<file path="src/rtl/rename_map_unit.sv">
// Multi-way register rename with a speculative map, a retirement map and a circular free list.
// A committed-head pointer into the free list lets a flush restore the retired state in one cycle.
module rename_map_unit #(
    parameter int ARCH_REG_NUM_WIDTH     = 5,
    parameter int PHYSICAL_REG_NUM_WIDTH = 6,
    parameter int RENAME_WIDTH           = 2,
    parameter int COMMIT_WIDTH           = 2
) (
    input  logic                                             clk,
    input  logic                                             reset,
    input  logic [RENAME_WIDTH-1:0]                          rn_valid,
    input  logic [RENAME_WIDTH-1:0]                          rn_regwrite,
    input  logic [RENAME_WIDTH*ARCH_REG_NUM_WIDTH-1:0]       rn_arch_src1,
    input  logic [RENAME_WIDTH*ARCH_REG_NUM_WIDTH-1:0]       rn_arch_src2,
    input  logic [RENAME_WIDTH*ARCH_REG_NUM_WIDTH-1:0]       rn_arch_dst,
    output logic                                             rn_ready,
    output logic [RENAME_WIDTH*PHYSICAL_REG_NUM_WIDTH-1:0]   rn_phy_src1,
    output logic [RENAME_WIDTH*PHYSICAL_REG_NUM_WIDTH-1:0]   rn_phy_src2,
    output logic [RENAME_WIDTH*PHYSICAL_REG_NUM_WIDTH-1:0]   rn_phy_dst,
    output logic [RENAME_WIDTH*PHYSICAL_REG_NUM_WIDTH-1:0]   rn_phy_old_dst,
    input  logic [COMMIT_WIDTH-1:0]                          cm_valid,
    input  logic [COMMIT_WIDTH-1:0]                          cm_regwrite,
    input  logic [COMMIT_WIDTH*ARCH_REG_NUM_WIDTH-1:0]       cm_arch_dst,
    input  logic [COMMIT_WIDTH*PHYSICAL_REG_NUM_WIDTH-1:0]   cm_phy_dst,
    input  logic [COMMIT_WIDTH*PHYSICAL_REG_NUM_WIDTH-1:0]   cm_phy_old_dst,
    input  logic                                             flush,
    output logic [PHYSICAL_REG_NUM_WIDTH:0]                  free_count
);
    localparam int AW = ARCH_REG_NUM_WIDTH;
    localparam int PW = PHYSICAL_REG_NUM_WIDTH;
    localparam int RW = RENAME_WIDTH;
    localparam int CW = COMMIT_WIDTH;
    localparam int NA = 1 << AW;
    localparam int NP = 1 << PW;
    localparam logic [PW:0] FREE_INIT = (PW+1)'(NP - NA);

    logic [PW-1:0] spec_map_q  [NA];
    logic [PW-1:0] spec_map_d  [NA];
    logic [PW-1:0] ret_map_q   [NA];
    logic [PW-1:0] ret_map_d   [NA];
    logic [PW-1:0] free_list_q [NP];
    logic [PW-1:0] free_list_d [NP];
    logic [PW-1:0] head_q, head_d, commit_head_q, commit_head_d, tail_q, tail_d;
    logic [PW:0]   free_count_q, free_count_d;

    logic [AW-1:0] a_src1 [RW];
    logic [AW-1:0] a_src2 [RW];
    logic [AW-1:0] a_dst  [RW];
    logic [PW-1:0] p_dst  [RW];
    logic [PW-1:0] p_src1 [RW];
    logic [PW-1:0] p_src2 [RW];
    logic [PW-1:0] p_old  [RW];
    logic [RW-1:0] alloc;
    logic [PW:0]   n_alloc, n_free;
    logic [PW-1:0] alloc_idx, free_idx;
    logic [AW-1:0] c_arch;
    logic          fire;

    always_comb begin : rename_c
        n_alloc        = '0;
        alloc          = '0;
        alloc_idx      = '0;
        rn_phy_src1    = '0;
        rn_phy_src2    = '0;
        rn_phy_dst     = '0;
        rn_phy_old_dst = '0;
        for (int j = 0; j < RW; j++) begin
            a_src1[j] = rn_arch_src1[j*AW +: AW];
            a_src2[j] = rn_arch_src2[j*AW +: AW];
            a_dst[j]  = rn_arch_dst[j*AW +: AW];
            alloc[j]  = rn_valid[j] & rn_regwrite[j] & (a_dst[j] != '0);
            p_dst[j]  = '0;
            if (alloc[j]) begin
                alloc_idx = head_q + n_alloc[PW-1:0];
                p_dst[j]  = free_list_q[alloc_idx];
                n_alloc   = n_alloc + (PW+1)'(1);
            end
        end
        // Older allocating slots in the same group shadow the speculative map; the youngest wins.
        for (int j = 0; j < RW; j++) begin
            p_src1[j] = spec_map_q[a_src1[j]];
            p_src2[j] = spec_map_q[a_src2[j]];
            p_old[j]  = spec_map_q[a_dst[j]];
            for (int k = 0; k < j; k++) begin
                if (alloc[k] && a_dst[k] == a_src1[j]) p_src1[j] = p_dst[k];
                if (alloc[k] && a_dst[k] == a_src2[j]) p_src2[j] = p_dst[k];
                if (alloc[k] && a_dst[k] == a_dst[j])  p_old[j]  = p_dst[k];
            end
            if (a_src1[j] == '0) p_src1[j] = '0;
            if (a_src2[j] == '0) p_src2[j] = '0;
            if (a_dst[j] == '0)  p_old[j]  = '0;
            rn_phy_src1[j*PW +: PW]    = p_src1[j];
            rn_phy_src2[j*PW +: PW]    = p_src2[j];
            rn_phy_dst[j*PW +: PW]     = p_dst[j];
            rn_phy_old_dst[j*PW +: PW] = p_old[j];
        end
    end

    assign rn_ready = (free_count_q >= n_alloc) && !flush;
    assign fire     = rn_ready && (|rn_valid);

    always_comb begin : commit_c
        ret_map_d   = ret_map_q;
        free_list_d = free_list_q;
        n_free      = '0;
        free_idx    = '0;
        c_arch      = '0;
        for (int c = 0; c < CW; c++) begin
            c_arch = cm_arch_dst[c*AW +: AW];
            if (cm_valid[c] && cm_regwrite[c] && c_arch != '0) begin
                ret_map_d[c_arch]     = cm_phy_dst[c*PW +: PW];
                free_idx              = tail_q + n_free[PW-1:0];
                free_list_d[free_idx] = cm_phy_old_dst[c*PW +: PW];
                n_free                = n_free + (PW+1)'(1);
            end
        end
        tail_d        = tail_q + n_free[PW-1:0];
        commit_head_d = commit_head_q + n_free[PW-1:0];
    end

    always_comb begin : next_c
        spec_map_d   = spec_map_q;
        head_d       = head_q;
        free_count_d = free_count_q + n_free;
        if (flush) begin
            // Everything between the committed head and the tail is free again.
            spec_map_d   = ret_map_d;
            head_d       = commit_head_d;
            free_count_d = FREE_INIT;
        end else if (fire) begin
            for (int j = 0; j < RW; j++) begin
                if (alloc[j]) spec_map_d[a_dst[j]] = p_dst[j];
            end
            head_d       = head_q + n_alloc[PW-1:0];
            free_count_d = free_count_q - n_alloc + n_free;
        end
    end

    always_ff @(posedge clk) begin
        if (reset) begin
            for (int i = 0; i < NA; i++) begin
                spec_map_q[i] <= PW'(i);
                ret_map_q[i]  <= PW'(i);
            end
            for (int i = 0; i < NP; i++) free_list_q[i] <= PW'(i + NA);
            head_q        <= '0;
            commit_head_q <= '0;
            tail_q        <= PW'(NP - NA);
            free_count_q  <= FREE_INIT;
        end else begin
            spec_map_q    <= spec_map_d;
            ret_map_q     <= ret_map_d;
            free_list_q   <= free_list_d;
            head_q        <= head_d;
            commit_head_q <= commit_head_d;
            tail_q        <= tail_d;
            free_count_q  <= free_count_d;
        end
    end

    assign free_count = free_count_q;
endmodule

</file>
<file path="config.mk">
export PLATFORM = sky130hd
export DESIGN_NAME = rename_map_unit
export DESIGN_NICKNAME = d
export VERILOG_FILES = /design/src/rtl/rename_map_unit.sv
export SDC_FILE = /design/constraint.sdc
export NUM_CORES = 2
export LEC_CHECK = 0
export CAP_MARGIN = 0
export CORE_ASPECT_RATIO = 1.5
export CORE_MARGIN = 5
export CORE_UTILIZATION = 64
export CTS_CLUSTER_DIAMETER = 100
export DETAILED_ROUTE_END_ITERATION = 12
export PLACE_DENSITY_LB_ADDON = 0.15
export SLEW_MARGIN = 20
export SYNTH_ARGS = -nofsm -noshare
export SYNTH_HDL_FRONTEND = slang
export SYNTH_SLANG_ARGS = --single-unit
</file>
<file path="constraint.sdc">
create_clock -name clk -period 10.35 [get_ports clk]
set_input_delay 3.105 -clock clk [delete_from_list [all_inputs] [get_ports clk]]
set_output_delay 3.105 -clock clk [all_outputs]
set_load 0.005 [all_outputs]
</file>
==> results of run 1 <==
==> per-layer routing <==
metal | overflow | global-route usage (%)
met3 | 0 | 42.61
met5 | 0 | 11.64
met1 | 0 | 67.46
met4 | 5 | 69.57
met2 | 0 | 89.10
==> cells in the mapped netlist (26+ instances only) <==
master	number	share of area, %
dfxtp_1	793	28
o211ai_1	33	0.43
nand3_1	436	3.8
a21oi_1	460	4.0
a22oi_1	84	1.1
buf_2	34	0.30
clkbuf_1	543	3.6
mux2_2	85	1.7
a22o_1	27	0.41
ha_1	31	0.68
xnor2_1	26	0.40
nand2b_1	38	0.42
o22ai_1	49	0.54
buf_1	86	0.57
a211oi_1	44	0.58
and3_1	56	0.61
nor2b_1	42	0.46
a31oi_1	42	0.46
nor3_1	50	0.44
nor2_1	595	3.9
o21ai_0	631	5.5
a311oi_1	156	2.4
and2_1	115	1.3
mux2i_1	299	5.2
nand2_1	1142	7.5
mux4_2	506	20
inv_1	52	0.34
==> per-stage QoR <==
step	hold slack (ps)	setup WS (ps)	setup TNS, ps
after CTS	467.4	125.4	0
after global placement	452.3	-20.52	-20.52
after detailed placement	455.0	-24.20	-46.71
after floorplan	437.8	855.1	0
==> what timing repair did <==
item                                    4_1_cts
resized for setup                             2
endpoints found under the setup margin        2
hold buffers                                  0
pin swaps                                     1
cloned                                        1
==> kinds of logic after synthesis <==
logic type | share of synthesized area, %
compound gates | 18.74
buf+inv | 5.162
fa+ha+maj | 0.8907
simple gates | 19.73
flops | 27.84
mux | 26.91
xor+xnor | 0.7328
==> metrics, run 1 <==
status=stopped before the end; last step reached=5_1_grt; Log Error=[ERROR GRT-0116] Global routing finished with congestion. Check the congestion regions in the DRC Viewer.; sequential element share of the synthesized area=between 20% and 30%; Num CTS Buffers=79; total gr overflow=5; pin count of the biggest net entering global routing=209; All-Layer GR Usage=67.19%; Mapped Nets=roughly 6900; first-pass GRT wire length=between 400 and 500 mm; setup bufs post-CTS=0; Max clock buf depth=3; Post-Syn Instances=approximately 6800; placer congestion estimate=1.166; syn avg cell area=roughly 8.4 sq um; DPL Wire Length=slightly above 200 mm; Die Ht=roughly 380 microns; root buffer cell=clkbuf_16; H-tree depth=3; Area after DPL=just under 0.06 sq mm; I/O Buffers=130; mapped cell area=0.05703 sq mm; Top Ports=131; prevailing post-synth register cell=dfxtp_1; yosys warns=0; placed cells=7622; flops & latches, synth=793; Initial Util=64.30%; Post-synth EDFFs=0; site row count=134; DIE WIDTH=253.7 microns; CTS sink count=just under 800; number of global-route vias before repair=62720; distinct cell type count after synthesis=87; Post-synth ARST share=0%
==> run 2, diff against run 1 <==
Settings changed: CORE_ASPECT_RATIO 1.5 to default, CORE_UTILIZATION 64 to 40, CTS_CLUSTER_DIAMETER 100 to default.
==> metrics, run 2 <==
first element of the critical path=rn_arch_dst[4]; crit-path max cell delay=about 560 ps; most frequent cell after synthesis=nand2_1 (unchanged); most frequent cells in the layout=nand2_1, dfxtp_1, o21ai_0, nor2_1, mux4_2; VDD IR max=132.6 uV; max reg flops=384; first-pass GRT wire length=419.3 mm; Final Hold Viols=0; DRT Pass-1 Iters=8; RSZ-0062 raised after global routing=no; fin crit share=99.17%; yosys warns=0 (unchanged); Final Max Tran Viols=0; Max clock buf depth=3 (unchanged); Rel. slew slack=13.51%; site row count=138 (was 134); DIE WIDTH=387.6 microns (was 253.7 microns); cell taking the most area after synthesis=dfxtp_1 (unchanged); crit path max-delay cell type=clkdlybuf4s50_1; minimum clock period=10260 ps; design area=0.06374 sq mm; final core utilization=a little under half; CTS tree=yes; I/O Buffers=130 (unchanged); final worst setup slack=85.89 ps; CP arrival=roughly 7200 ps; layout cells sized above 1=approximately 17%; full die area=0.1502 sq mm; H-tree depth=3 (unchanged); clk slew on worst S/H paths=50 ps; ranking of synthesized cells by area=dfxtp_1, mux4_2, nand2_1, o21ai_0, mux2i_1 (unchanged); Final Setup Violations=0; DRT antenna net count=0; placed cells=8405 (was 7622); drt initial violations=8206; CORE AREA=0.1416 sq mm; Vias per Instance=6.869; number of global-route vias before repair=54070; combinational power share=19.9%; Die Ht=387.6 microns (was 375.6 microns); CP dominant cell by count=nand2_1; Reg power frac=37.1%; Initial Util=40.28% (was 64.30%); pwr/cell area=136.4 mW/mm^2; Top Ports=131 (unchanged); Sw Ratio=between 30% and 40%; prevailing post-synth register cell=dfxtp_1 (unchanged); WL per Instance=34.90 microns; Int Pwr=0.005917 W; biggest regs=free_list_q (384), ret_map_q (192), spec_map_q (192); Num CTS Buffers=94 (was 79); distinct cell type count after synthesis=87 (unchanged); WP data required=~7300 ps; root buffer cell=clkbuf_16 (unchanged); Mapped Nets=6927 (unchanged); worst slack, placed=-23.83 ps (was -24.20 ps); critical-path cell list=clkdlybuf4s50_1 -> nor3_4 -> nand2_1 -> nand2_1 -> nor2_1 -> ha_4 -> inv_1 -> buf_12 -> nand2_1 -> a211oi_1 -> o21a_1 -> a2111oi_1 -> a311oi_1 -> nand4_1 -> buf_12 -> nor2_1 -> clkdlybuf4s50_1; total gr overflow=0; setup TNS=0 ps; critical path class=in -> out; CP Capture Type=output pin; Max FO, Critical Path=23; Post-Syn Instances=6815 (unchanged); HP Class=reg -> reg; flops & latches, synth=793 (unchanged); Final Non-Filler Cells=8588; P_sw=0.002776 W; commonest cells in the netlist=nand2_1, dfxtp_1, o21ai_0 (unchanged); Area after DPL=0.06027 sq mm (was 0.05893 sq mm); post-synth top area share=27.84% (unchanged); mapped cell area=0.05703 sq mm (unchanged); max-cap violation count=0; P_leak=21.47 nW; syn avg cell area=8.368 sq um (unchanged); Worst setup SP type=input pin; Top reg by flops=free_list_q; Max Freq=a little under 100 MHz; Hold Startpoint=ret_map_q[187]$_SDFF_PP0_; Layout Nets=6724; Post-synth EDFFs=0 (unchanged); DPL Wire Length=207.2 mm (was 203.2 mm); # hold bufs at CTS=0 (unchanged); setup bufs post-CTS=0 (unchanged); reg-to-reg startpoint=head_q[0]$_SDFFE_PP0P_; Worst-Margin Slew=roughly 1300 ps; pin count of the biggest net entering global routing=89; P&R area growth vs syn=11.76%; most common cell after layout, fill and taps aside=nand2_1; status=finished, final reports clean (was stopped before the end); Post-synth ARST share=0% (unchanged); CTS sink count=793 (unchanged); worst skew pair latency=about 730 ps; via count=58990; Fin Clk Skew=27.79 ps; sequential element share of the synthesized area=27.84% (unchanged); All-Layer GR Usage=38.14%; Clk pwr share=43.0%; initial antenna violation count=22; Remaining DRCs=0; placer congestion estimate=1.039 (was 1.166); total routed wirelength=299.8 mm
-- run 2: path summary, 6_finish.rpt --
kind	slack, ps	end	cells after the start
hold / removal	470	ret_map_q[187]$_SDFF_PP0_	1
hold reg to reg	470	ret_map_q[187]$_SDFF_PP0_	1
setup reg to reg	5480	spec_map_q[75]$_SDFFE_PP0P_	9
setup / recovery	90	rn_phy_dst[6]	17
-- run 2: kinds of logic (layout without fill, tap and decap cells) --
kind of cell | Yosys count | after routing | synth area share, %
and+or+nand+nor | 2579 | 2579 | 19.73
AOI/OAI and AO/OA | 1731 | 1731 | 18.74
muxes | 890 | 890 | 26.91
DFF | 793 | 793 | 27.84
buffers and inverters | 739 | 611 | 5.162
xor gates and xnor gates | 46 | 46 | 0.7328
adders and majority gates | 37 | 37 | 0.8907
other | 0 | 11 | 0
-- run 2: layout make-up --
cell class / count / area [sq um]
antenna: 11 / 27.53
clock buffer: 123 / 2684
clock inverter: 48 / 703.2
fill: 13820 / 77850
inverter: 53 / 206.4
multi-input combinational: 5283 / 38600
sequential: 793 / 15890
tap: 1890 / 2365
timing repair buffer: 387 / 3263
-- run 2: critical path: cells and delay by family --
| family | cells | cell delay (ps) |
|---|---|---|
| buf+inv | 5 | 1590 |
| simple gates | 7 | 1170 |
| compound gates | 4 | 960 |
| fa+ha+maj | 1 | 320 |
-- run 2: metal layers --
metal  vias to the layer above  wire [microns]  GRT usage [%]  share of wire, %
met5                         -              67              0             0.022
met4                        10           29870          29.02                10
met3                      1258           30420          8.589                10
met2                      4224          133700          60.19                45
met1                     28690          105700          45.34                35
li1                      24810               -              -                 -
-- run 2: power by group through the flow --
| stage | Combinational (W) | Clock [W] | Sequential [W] |
|---|---|---|---|
| floorplan | 0.000994 | 0 | 0.00320 |
| global placement | 0.00166 | 0 | 0.00328 |
| detailed placement | 0.00166 | 0 | 0.00328 |
| CTS | 0.00167 | 0.00376 | 0.00321 |
| global route | 0.00176 | 0.00388 | 0.00322 |
| finish | 0.00173 | 0.00374 | 0.00322 |
-- run 2: repair_timing --
item	in CTS	in global routing
pin swaps	0	1
setup endpoints to repair	2	4
gates resized for setup	2	6
-- run 2: stage by stage --
stage | power, W | hold WS, ps
after floorplan | 0.004197 | 437.8
after global placement | 0.004933 | 453.7
after detailed placement | 0.004940 | 455.7
after CTS | 0.008635 | 470.2
after global routing | 0.008857 | 480.7
final | 0.008694 | 467.7
(Power assumes the default switching activity.)
